--- config.mk ---
export PLATFORM = sky130hd
export DESIGN_NAME = fdct_row_sched
export DESIGN_NICKNAME = d
export VERILOG_FILES = /design/src/rtl/fdct_pkg.sv /design/src/rtl/fdct_row_fifo.sv /design/src/rtl/fdct_row_sched.sv
export SDC_FILE = /design/constraint.sdc
export NUM_CORES = 1
export LEC_CHECK = 0
export CORE_MARGIN = 4
export CORE_UTILIZATION = 45
export DETAILED_ROUTE_END_ITERATION = 7
export GPL_TIMING_DRIVEN = 0
export SYNTH_ARGS = -nofsm -noshare
export SYNTH_HDL_FRONTEND = slang
export SYNTH_SLANG_ARGS = --single-unit
--- constraint.sdc ---
create_clock -name clk -period 30.2 [get_ports clk]
set_clock_uncertainty 0.2 [all_clocks]
set_input_delay 3.02 -clock clk [delete_from_list [all_inputs] [get_ports clk]]
set_output_delay 3.02 -clock clk [all_outputs]
set_load 0.005 [all_outputs]
--- src/rtl/fdct_pkg.sv ---
// Shared constants and types for the fdct row scheduler.
package fdct_pkg;

  localparam int DCT_N   = 8;
  localparam int DCT_LAT = 4;

  typedef enum logic {
    IDLE = 1'b0,
    FEED = 1'b1
  } sched_state_t;

  typedef struct packed {
    logic       v;
    logic [2:0] idx;
    logic       last;
  } row_tag_t;

endpackage

--- src/rtl/fdct_row_fifo.sv ---
// Synchronous output FIFO for finished rows; register-based storage with
// a combinational head view and an occupancy count.
module fdct_row_fifo #(
  parameter int W     = 92,
  parameter int DEPTH = 8
) (
  input  logic                     clk,
  input  logic                     reset,
  input  logic                     push,
  input  logic [W-1:0]             push_data,
  input  logic                     pop,
  output logic [W-1:0]             head,
  output logic                     empty,
  output logic [$clog2(DEPTH):0]   count
);

  localparam int AW = $clog2(DEPTH);
  localparam int CW = AW + 1;

  logic [W-1:0]  mem [DEPTH];
  logic [AW-1:0] wr_ptr;
  logic [AW-1:0] rd_ptr;
  logic [CW-1:0] count_nxt;
  logic          do_pop;

  assign empty  = (count == CW'(0));
  assign do_pop = pop & ~empty;
  assign head   = mem[rd_ptr];

  // Occupancy bookkeeping; simultaneous push and pop leaves it unchanged.
  always_comb begin
    count_nxt = count;
    case ({push, do_pop})
      2'b10:   count_nxt = count + CW'(1);
      2'b01:   count_nxt = count - CW'(1);
      default: count_nxt = count;
    endcase
  end

  // Storage, pointers and count.
  always_ff @(posedge clk or posedge reset) begin
    if (reset) begin
      for (int i = 0; i < DEPTH; i++) mem[i] <= '0;
      wr_ptr <= '0;
      rd_ptr <= '0;
      count  <= '0;
    end else begin
      if (push) begin
        mem[wr_ptr] <= push_data;
        wr_ptr      <= wr_ptr + AW'(1);
      end
      if (do_pop) rd_ptr <= rd_ptr + AW'(1);
      count <= count_nxt;
    end
  end

endmodule

--- src/rtl/fdct_row_sched.sv ---
// Row sequencer for the 8-point 1-D fdct pipeline: credit-based intake, tag
// tracking through the datapath latency, and an output FIFO.
// Optional counters enabled by defining FDCT_ROW_SCHED_PERF_EN.
module fdct_row_sched
  import fdct_pkg::*;
#(
  parameter int DW    = 8,
  parameter int OW    = 11,
  parameter int LAT   = DCT_LAT,
  parameter int DEPTH = 8
) (
  input  logic                  clk,
  input  logic                  reset,
  input  logic                  s_valid,
  output logic                  s_ready,
  input  logic [DCT_N*DW-1:0]   s_row,
  input  logic                  s_last,
  output logic [DCT_N*DW-1:0]   dct_x,
  input  logic [DCT_N*OW-1:0]   dct_y,
  output logic                  m_valid,
  input  logic                  m_ready,
  output logic [DCT_N*OW-1:0]   m_row,
  output logic [2:0]            m_idx,
  output logic                  m_last,
  output logic                  busy,
  output logic                  err_last
`ifdef FDCT_ROW_SCHED_PERF_EN
  ,
  output logic [15:0]           perf_blocks,
  output logic [15:0]           perf_stall
`endif
);

  localparam int CW = $clog2(DEPTH) + 1;
  localparam int FW = DCT_N * OW + 4;

  sched_state_t  state;
  sched_state_t  state_nxt;
  logic [2:0]    row_cnt;
  logic [2:0]    row_cnt_nxt;
  logic          err_nxt;
  row_tag_t      tag_in;
  // Stage 0 travels with dct_x; the tag reaches stage LAT when dct_y is valid.
  row_tag_t      tag_pipe [LAT+1];

  logic          accept;
  logic          pop;
  logic          fifo_empty;
  logic [CW-1:0] fifo_count;
  logic [FW-1:0] fifo_head;
  logic [CW-1:0] inflight;
  logic [CW-1:0] total;
  logic [CW-1:0] total_nxt;

  assign accept  = s_valid & s_ready;
  assign m_valid = ~fifo_empty;
  assign pop     = m_valid & m_ready;
  assign m_row   = fifo_head[FW-1:4];
  assign m_idx   = fifo_head[3:1];
  assign m_last  = fifo_head[0];

  // Credit accounting: every row in flight or queued holds one FIFO slot.
  always_comb begin
    inflight = '0;
    for (int i = 0; i <= LAT; i++) inflight = inflight + CW'(tag_pipe[i].v);
    total     = inflight + fifo_count;
    total_nxt = total + CW'(accept) - CW'(pop);
  end

  // Row counter, block FSM and tag generation for the accepted row.
  always_comb begin
    state_nxt   = state;
    row_cnt_nxt = row_cnt;
    err_nxt     = 1'b0;
    tag_in      = '0;
    if (accept) begin
      tag_in.v    = 1'b1;
      tag_in.idx  = row_cnt;
      tag_in.last = s_last | (row_cnt == 3'd7);
      err_nxt     = s_last ^ (row_cnt == 3'd7);
      if (tag_in.last) begin
        row_cnt_nxt = 3'd0;
        state_nxt   = IDLE;
      end else begin
        row_cnt_nxt = row_cnt + 3'd1;
        case (state)
          IDLE:    state_nxt = FEED;
          FEED:    state_nxt = FEED;
          default: state_nxt = IDLE;
        endcase
      end
    end else begin
      state_nxt   = state;
      row_cnt_nxt = row_cnt;
    end
  end

  // FSM state and row counter registers.
  always_ff @(posedge clk or posedge reset) begin
    if (reset) begin
      state   <= IDLE;
      row_cnt <= 3'd0;
    end else begin
      state   <= state_nxt;
      row_cnt <= row_cnt_nxt;
    end
  end

  // Datapath feed register and tag shift register.
  always_ff @(posedge clk or posedge reset) begin
    if (reset) begin
      dct_x <= '0;
      for (int i = 0; i <= LAT; i++) tag_pipe[i] <= '0;
    end else begin
      if (accept) dct_x <= s_row;
      tag_pipe[0] <= accept ? tag_in : row_tag_t'(5'd0);
      for (int i = 1; i <= LAT; i++) tag_pipe[i] <= tag_pipe[i-1];
    end
  end

  // Registered flow-control and status outputs, computed from next-state values.
  always_ff @(posedge clk or posedge reset) begin
    if (reset) begin
      s_ready  <= 1'b0;
      busy     <= 1'b0;
      err_last <= 1'b0;
    end else begin
      s_ready  <= (total_nxt < CW'(DEPTH));
      busy     <= (state_nxt == FEED) | (total_nxt != CW'(0));
      err_last <= err_nxt;
    end
  end

  fdct_row_fifo #(
    .W     (FW),
    .DEPTH (DEPTH)
  ) u_fifo (
    .clk       (clk),
    .reset     (reset),
    .push      (tag_pipe[LAT].v),
    .push_data ({dct_y, tag_pipe[LAT].idx, tag_pipe[LAT].last}),
    .pop       (pop),
    .head      (fifo_head),
    .empty     (fifo_empty),
    .count     (fifo_count)
  );

`ifdef FDCT_ROW_SCHED_PERF_EN
  // Saturating block and intake-stall counters.
  always_ff @(posedge clk or posedge reset) begin
    if (reset) begin
      perf_blocks <= 16'd0;
      perf_stall  <= 16'd0;
    end else begin
      if (pop & m_last & (perf_blocks != 16'hFFFF)) perf_blocks <= perf_blocks + 16'd1;
      if (s_valid & ~s_ready & (perf_stall != 16'hFFFF)) perf_stall <= perf_stall + 16'd1;
    end
  end
`endif

endmodule

==> flow_summary.yaml <==
status:
  status: "finished, final reports clean"
cells_and_area:
  drive_above_1_share: 0.283
  fin_util: 0.555
  n_fill_cell: 6362
  final_cells: 3721
  nets: 2759
  area_growth_pct: 21.6
drt:
  drt_drc_violations_left: 0
  via_per_inst: 5.49
  drtIter0Drc: 855
  dr.pass1.iters: 4
  num_vias: 20400
  post_drt_wl_per_cell_um: 24.0
  final_antenna_net_count: 0
  finalWirelength_mm: 89.4
synthesis:
  synthFlopType: "dfrtp_1"
  ys_warn_count: 0
  avgSynthCellArea_um2: 17.0
  synthCells: 2164
  synth_edf_count: 0
  syn_nets: 2342
  yosysSeqAreaShare: 0.571
  ys_types: 32
  async_flop_share: 1.00
  syn_area_mm2: 0.0369
  ys_seq_elements: 842
placed_design:
  port_buffers: 316
  placed_cells: 3546
  place_congestion: 0.726
  dp_hpwl_mm: 58.3
cts:
  cts_sinks: 842
  clk_pin_slew_worst_paths_ps: 60
  cts_tree: "built"
  numCtsBuffers: 93
  cts_resized: 0
  cts-root-buf: "clkbuf_16"
  clockBufferDepth: 3
  clkLatencyLatePin_ps: 630
  holdBufCountCts: 0
  cts_setup_buffers: 0
  htreeDepth: 3
sta:
  slew_headroom: 0.172
  slew_viol_final: 0
  hold_viol_final: 0
  hold_ws_ps: 151
  period_minus_slack_ps: 7000
  fmax_mhz: 143
  worst_pin_slew_ps: 1240
  finalSetupTns_ps: 0
  setup_violations: 0
  finalCritPeriodShare: 0.232
  rsz0062_at_grt: "no"
grt:
  antenna_found_initial: 11
  grt_pass1_vias: 23100
  grt_first_pass_wirelength_mm: 140
  grt_max_degree: 135
  grt_overflow: 0
  grtUsageTotal: 0.210
worst_setup_path:
  cp-start-kind: "flop"
  worstPathMaxFanout: 10
  crit_required_ps: 26980
  crit_type: "flop to output pin"
  cp-end-kind: "output pin"
  arrival_ps: 3780
pwr:
  power.switching_w: 0.00154
  leakage_nw: 19.1
  vdd_drop_max_v: 0.0000571
  power.density_mw_per_mm2: 116
  combinationalPowerShare: 0.401
  intPower_w: 0.00367
  pwr-share-seq: 0.371
  swShare: 0.295
  p_total_w: 0.00521
  p_clk_frac: 0.229
floorplan:
  io_pins: 317
  die_width_um: 294
  die-area_mm2: 0.0866
  core-area_mm2: 0.0808
  start_util: 0.456
  fp-row-count: 104
  die_h_um: 294
worst_hold_path:
  hold_class: "flop to flop"
flow_run:
  cap_violations: 0
[cell families after synthesis]
| logic type | count (synthesis) | synth area share |
|---|---|---|
| muxes | 1080 | 0.386 |
| DFF | 842 | 0.571 |
| buffers and inverters | 165 | 0.0250 |
| and+or+nand+nor | 36 | 0.00557 |
| adders and majority gates | 21 | 0.00814 |
| AOI/OAI and AO/OA | 10 | 0.00153 |
| xor gates and xnor gates | 10 | 0.00238 |
[flip-flops by register name, indices dropped and copies added (netlist names)]
signal         count
row_cnt            3
err_last           1
tag_pipe          25
u_fifo.mem       736
state              1
u_fifo.rd_ptr      3
s_ready            1
busy               1
dct_x             64
u_fifo.count       4
u_fifo.wr_ptr      3
[worst max-delay path, stage by stage, from the launching register on]
cell	delay, ps
dfrtp_1	350
clkbuf_1	340
clkbuf_1	820
buf_2	480
mux4_2	370
mux2_2	320
clkdlybuf4s50_1	450
[synthesized netlist by cell type, types with 4 or more instances]
cell | number | area share
clkbuf_1 | 25 | 0.0025
buf_2 | 76 | 0.010
buf_4 | 21 | 0.0043
o21ai_0 | 6 | 0.00081
inv_1 | 21 | 0.0021
buf_6 | 17 | 0.0052
xnor2_1 | 7 | 0.0017
fa_1 | 5 | 0.0027
mux2_1 | 609 | 0.19
dfrtp_1 | 842 | 0.57
buf_1 | 5 | 0.00051
mux4_2 | 184 | 0.11
nand4b_1 | 4 | 0.00095
ha_1 | 16 | 0.0054
nand2_1 | 13 | 0.0013
and3_1 | 4 | 0.00068
mux2_2 | 286 | 0.087
[cell type report]
class                           count  area [um2]  share of cell area
Multi-Input combinational cell   1157       14900               0.332
Clock buffer                      134        2820              0.0628
Buffer                            144         842              0.0188
Clock inverter                     37         460              0.0103
Sequential cell                   842       21100               0.470
Antenna cell                        4        10.0            0.000223
Inverter                           21        86.3             0.00193
Tap cell                         1060        1330              0.0296
Timing Repair Buffer              322        3330              0.0743
[routing by layer]
metal  wire (um)  track usage  vias up
li1            -            -     8889
met1       39200        0.283    11000
met2       44100        0.352      382
met3        4250       0.0472      125
met4        1810       0.0501       12
met5          72            0        -
[metrics by stage]
stage / setup WS, ps / cell area (um2)
after CTS: 23040 / 44800
after floorplan: 3320 / 36900
after detailed placement: 23450 / 41500
after global placement: -4770 / 41400
final: 23200 / 44800
after global routing: 23030 / 44800
[placed cells by master (no fill, tap or decap), drive strengths merged]
cell type      synthesis  final
a21o                   1      1
a21oi                  2      2
and2                   1      1
and3                   4      4
buf                  119    125
bufinv                 0     10
clkbuf                25    159
clkdlybuf4s50          0    316
clkinv                 0     23
clkinvlp               0      1
dfrtp                842    842
diode                  0      4
fa                     5      5
ha                    16     16
inv                   21     24
mux2                 895    895
mux2i                  1      1
mux4                 184    184
nand2                 13     13
nand2b                 2      2
nand4                  1      1
nand4b                 4      4
nor2                   1      1
nor3                   3      3
nor3b                  3      3
nor4                   1      1
nor4b                  1      1
o21ai                  6      6
o311ai                 1      1
or3                    1      1
or3b                   1      1
xnor2                  7      7
xor2                   3      3
[power by group through the flow]
stage          logic [W]  clock network [W]  registers, W
6_report         0.00209            0.00119       0.00193
5_1_grt          0.00226            0.00127       0.00199
4_1_cts          0.00214            0.00123       0.00193
3_5_place_dp     0.00213                  0       0.00195
3_3_place_gp     0.00208                  0       0.00192
2_1_floorplan    0.00132                  0       0.00187
[worst paths after layout]
check | slack [ps] | startpoint | to | cells past startpoint
worst max-delay path | 23200 | u_fifo.rd_ptr[1]$_DFFE_PP0P_ | m_row[10] | 6
worst min-delay path | 150 | tag_pipe[21]$_DFF_PP0_ | tag_pipe[16]$_DFF_PP0_ | 0
worst max register to register | 26020 | u_fifo.count[2]$_DFFE_PP0P_ | busy$_DFF_PP0_ | 15
worst min register to register | 150 | tag_pipe[21]$_DFF_PP0_ | tag_pipe[16]$_DFF_PP0_ | 0
max in group asynchronous | 25320 | reset | u_fifo.mem[578]$_DFFE_PP0P_ | 4
min in group asynchronous | 2680 | reset | dct_x[52]$_DFFE_PP0P_ | 2
Note: power is estimated with default switching activity, not from simulation.
